===== src/rtl/descrypt_core_dispatch.sv =====
// descrypt_core_dispatch: round-robin word dispatcher for a bank of descrypt cores.
// Optional idle-cycle counter enabled by DESCRYPT_DISPATCH_IDLE_CNT_EN.
module descrypt_core_dispatch #(
    parameter int N_CORES = 4,
    parameter int WORD_W  = 56,
    parameter int TAG_W   = 64
) (
    input  logic               CLK,
    input  logic               rst,
    input  logic [WORD_W-1:0]  word_in,
    input  logic [TAG_W-1:0]   tag_in,
    input  logic               gen_end_in,
    input  logic               word_empty,
    output logic               word_rd_en,
    output logic [WORD_W-1:0]  core_word,
    output logic [TAG_W-1:0]   core_tag,
    output logic [N_CORES-1:0] core_wr_en,
    input  logic [N_CORES-1:0] core_done,
    input  logic               new_cmp_config,
    output logic               config_applied,
    output logic               gen_done,
    output logic [31:0]        num_processed,
`ifdef DESCRYPT_DISPATCH_IDLE_CNT_EN
    output logic [31:0]        idle_cycles,
`endif
    output logic [N_CORES-1:0] busy_mask
);
    localparam int PW = (N_CORES > 1) ? $clog2(N_CORES) : 1;

    typedef enum logic [2:0] {RUN, DRAIN_CFG, APPLY, DRAIN_END, REPORT} state_t;

    state_t             state, state_nx;
    logic [PW-1:0]      ptr, sel, idx;
    logic               found, issue, cfg_armed;
    logic [31:0]        cnt;
    logic [N_CORES-1:0] onehot;

    always_comb begin
        found = 1'b0;
        sel   = '0;
        idx   = '0;
        for (int k = 0; k < N_CORES; k++) begin
            idx = PW'((int'(ptr) + k) % N_CORES);
            if (!found && !busy_mask[idx]) begin
                found = 1'b1;
                sel   = idx;
            end
        end
    end

    assign issue          = (state == RUN) && !word_empty && !new_cmp_config && found;
    assign word_rd_en     = issue;
    assign onehot         = N_CORES'(1) << sel;
    assign config_applied = (state == APPLY);
    assign gen_done       = (state == REPORT);
    assign num_processed  = gen_done ? cnt : 32'd0;

    // A config still held high after APPLY must be seen low before it can trigger another drain.
    always_comb begin
        state_nx = state;
        case (state)
            RUN:       state_nx = (issue && gen_end_in) ? DRAIN_END :
                                  (new_cmp_config && cfg_armed) ? DRAIN_CFG : RUN;
            DRAIN_CFG: state_nx = (busy_mask == '0) ? APPLY : DRAIN_CFG;
            APPLY:     state_nx = RUN;
            DRAIN_END: state_nx = (busy_mask == '0) ? REPORT : DRAIN_END;
            REPORT:    state_nx = RUN;
            default:   state_nx = RUN;
        endcase
    end

    always_ff @(posedge CLK or posedge rst) begin
        if (rst) begin
            state      <= RUN;
            ptr        <= '0;
            busy_mask  <= '0;
            cnt        <= '0;
            core_wr_en <= '0;
            core_word  <= '0;
            core_tag   <= '0;
            cfg_armed  <= 1'b1;
        end else begin
            state      <= state_nx;
            busy_mask  <= (busy_mask & ~core_done) | (issue ? onehot : '0);
            core_wr_en <= issue ? onehot : '0;
            cnt        <= (state == REPORT) ? 32'd0 : cnt + 32'(issue);
            cfg_armed  <= (state == APPLY) ? !new_cmp_config : (cfg_armed || !new_cmp_config);
            if (issue) begin
                ptr       <= PW'((int'(sel) + 1) % N_CORES);
                core_word <= word_in;
                core_tag  <= tag_in;
            end
        end
    end

`ifdef DESCRYPT_DISPATCH_IDLE_CNT_EN
    logic stall;
    assign stall = (state == RUN) && !word_empty && !found;

    always_ff @(posedge CLK or posedge rst) begin
        if (rst)
            idle_cycles <= '0;
        else if (state == REPORT)
            idle_cycles <= '0;
        else if (stall && idle_cycles != 32'hFFFF_FFFF)
            idle_cycles <= idle_cycles + 32'd1;
    end
`endif
endmodule


===== config.mk =====
export PLATFORM = sky130hd
export DESIGN_NAME = descrypt_core_dispatch
export DESIGN_NICKNAME = d
export VERILOG_FILES = /design/src/rtl/descrypt_core_dispatch.sv
export SDC_FILE = /design/constraint.sdc
export NUM_CORES = 1
export LEC_CHECK = 0
export BUFFER_PORTS_ARGS = -buffer_cell sky130_fd_sc_hd__buf_2
export CAP_MARGIN = 20
export CORE_ASPECT_RATIO = 1.1
export CORE_MARGIN = 8
export CORE_UTILIZATION = 43
export DETAILED_ROUTE_END_ITERATION = 8
export HOLD_SLACK_MARGIN = 0.03
export PLACE_DENSITY = 0.76
export SLEW_MARGIN = 25
export SYNTH_ARGS = -nofsm -noshare
export SYNTH_HDL_FRONTEND = slang
export SYNTH_SLANG_ARGS = --single-unit

===== constraint.sdc =====
create_clock -name CLK -period 5.3 [get_ports CLK]
set_clock_uncertainty 0.1 [all_clocks]
set_input_delay 1.06 -clock CLK [delete_from_list [all_inputs] [get_ports CLK]]
set_output_delay 1.06 -clock CLK [all_outputs]
set_load 0.01 [all_outputs]

==> flow_summary_export.csv <==
group,metric,value,unit
clocking,post_cts_buffers,0,
layout,fin_nets,951,
power,p_per_area,550,mW/mm2
job,drv_cap,0,
clocking,cts_made_buffers,17,
floorplanning,rows,49,
worst_setup_path,cp.required,4140,ps
global_route,grt_util_all_layers,17.3,%
placement,dpl_cell_area,0.00860,mm2
layout,fillers,1402,
logic_synthesis,synthCells,529,
global_route,grt_max_degree,104,
logic_synthesis,ys_warn_count,0,
worst_setup_path,crit_end,"word_rd_en",
routing,ant_nets,0,
routing,avgRoutedWirePerCell,17.6,um
sta,hold_violations,0,
clocking,clk_pin_slew_worst_paths,70,ps
placement,hpwlAfterDp,13100,um
worst_setup_path,start_kind,"input pin",
floorplanning,die_w,138,um
worst_setup_path,r2r-end,"cnt[26]",
global_route,antenna_found_initial,0,
layout,antenna_cells,0,
logic_synthesis,synth_top_area_share,58.9,%
logic_synthesis,syn-num-nets,664,
logic_synthesis,synth_edf_count,0,
clocking,clock_path_buffers,2,
global_route,grt.overflow.total,0,
floorplanning,core_area,0.0161,mm2
sta,setup_violations,0,
clocking,cts_resized,0,
worst_setup_path,cp_max_fo,40,
logic_synthesis,synthTopCellsByArea,"dfrtp_1, mux2_2, and3_1",
routing,drt-total-wl,18100,um
logic_synthesis,synth_area,0.00700,mm2
logic_synthesis,postSynth.asyncResetShare,100,%
worst_setup_path,endpoint_kind,"output pin",
placement,dpl_worst_slack,1010,ps
layout,multi_input_area,0.00261,mm2
sta,fin_crit,3860,ps
layout,drive_gt1_share,55.0,%
worst_setup_path,r2r-start,"state[2]",
logic_synthesis,synth_seq_area_share,59.3,%
floorplanning,die_height,150,um
clocking,cts_root_buf,"clkbuf_16",
placement,dp_cells,1001,
layout,register_area,0.00416,mm2
layout,area_delta_synth_final,31.5,%
sta,fmax,259,MHz
floorplanning,die-area,0.0206,mm2
layout,fin_cells,1033,
worst_setup_path,cp_data_arrival_time,2700,ps
worst_setup_path,rr_worst_depth,9,
worst_setup_path,cp-startpoint,"new_cmp_config",
routing,drcViolationCount,0,
sta,rsz0062_at_grt,"no",
worst_setup_path,crit_type,"in2out",
routing,first_pass_iters,4,
sta,setup_tns,0,ps
clocking,insertion_delay,420,ps
floorplanning,pin_count,292,
logic_synthesis,synth-seq-cells,166,
worst_hold_path,min_path_type,"reg2reg",
placement,globalplace.congestion,0.744,
power,peakVddDrop,0.275,mV
logic_synthesis,synth.most_common_cell,"dfrtp_1",
logic_synthesis,syn_avg_cell_area,13.2,um2
logic_synthesis,yosys-top-cells-count,"dfrtp_1, mux2_2, and3_1",
clocking,cts_tree,"done",
sta,tightestPinTransition,1020,ps
power,power_leakage,4.59,nW
floorplanning,initial_core_util,43.4,%
global_route,grt_pass1_wl,28100,um
layout,design_area,0.00921,mm2
placement,numPortBuffers,291,
worst_setup_path,reg2reg_slack,1580,ps
sta,report.final.slew_viol_count,0,
routing,dr.first_iter.drc_count,206,
power,fin_total_pwr,5.06,mW
clocking,clkSinkCount,166,
sta,fin_ws,1440,ps
sta,relSlewSlack,31.8,%
routing,vias_per_cell,5.06,
clocking,holdBufCountCts,0,
run_status,status,"finished, final reports clean",
logic_synthesis,synthFlopType,"dfrtp_1",
logic_synthesis,netlist-cell-type-count,47,
global_route,grt_pass1_vias,5568,
sta,min_period_over_period,72.9,%
logic_synthesis,synth_top_cell_by_area,"dfrtp_1",
clocking,h-tree-depth,4,
routing,vias,5232,
registers in the layout, summed over array words and instances (netlist names):
signal / flops
busy_mask: 4
core_wr_en: 4
cnt: 32
core_word: 56
state: 3
ptr: 2
cfg_armed: 1
core_tag: 64
per-layer routing:
metal	global-route usage [%]	share of wire (%)	vias to the layer above
met5	0	0	-
met4	4.90	1.1	0
met3	7.56	10	16
met2	29.5	51	189
met1	19.2	38	2541
li1	-	-	2486
worst max-delay path: stages:
cell,delay (ps)
buf_2,110
or4_1,510
nor2_2,220
and2_4,540
buf_2,240
logic make-up (layout without fill, tap and decap cells):
logic type / Yosys count / after routing / synth area share, %
and+or+nand+nor: 122 / 122 / 10.1
muxes: 123 / 123 / 19.8
DFF: 166 / 166 / 59.3
adders and majority gates: 6 / 6 / 1.07
AOI/OAI and AO/OA: 57 / 57 / 5.09
buffers and inverters: 45 / 345 / 3.43
xor gates and xnor gates: 10 / 10 / 1.25
layout make-up:
type                            count  area share [%]
Clock inverter                     15            2.01
Sequential cell                   166            45.1
Multi-Input combinational cell    318            28.4
Clock buffer                       17            4.62
Tap cell                          204            2.77
Timing Repair Buffer              296            16.4
Inverter                           17           0.734
cell usage in the layout (no fill, tap or decap), types with 2 or more instances in the layout:
| cell type | n |
|---|---|
| a21o_1 | 3 |
| a21oi_1 | 21 |
| and3_1 | 31 |
| and4_1 | 3 |
| buf_2 | 291 |
| buf_4 | 3 |
| bufinv_16 | 2 |
| clkbuf_16 | 17 |
| clkinvlp_4 | 3 |
| dfrtp_1 | 165 |
| ha_1 | 6 |
| inv_1 | 16 |
| inv_6 | 5 |
| inv_8 | 4 |
| mux2_1 | 5 |
| mux2_2 | 117 |
| nand2_1 | 12 |
| nand2b_1 | 2 |
| nand3_1 | 9 |
| nand4_1 | 9 |
| nor2_1 | 19 |
| nor4_1 | 5 |
| o21a_1 | 2 |
| o21ai_0 | 14 |
| o31ai_1 | 6 |
| o41ai_1 | 2 |
| or2_2 | 2 |
| or3_1 | 12 |
| or4_1 | 9 |
| xnor2_1 | 5 |
| xor2_1 | 5 |
per-stage QoR:
stage,hold slack (ps),util (%)
CTS,390,57.1
detailed placement,374,53.3
floorplan,363,-
finish,382,57.1
global route,405,57.1
global placement,363,53.3
worst min-delay path by stage:
| stage | from | end | cells past startpoint |
|---|---|---|---|
| after CTS | core_tag[26] | core_tag[26] | 1 |
| after floorplan | cfg_armed | cfg_armed | 2 |
| after global routing | core_tag[57] | core_tag[57] | 1 |
| final | core_tag[26] | core_tag[26] | 1 |
| after detailed placement | core_tag[26] | core_tag[26] | 1 |
| after global placement | core_tag[60] | core_tag[60] | 1 |
power breakdown:
part           switching [mW]  internal (mW)  leakage (nW)
clock                   0.564          0.718         0.296
sequential              0.278           1.79          2.04
combinational           0.851          0.863          2.25
total                    1.69           3.37          4.59
(Power assumes the default switching activity.)
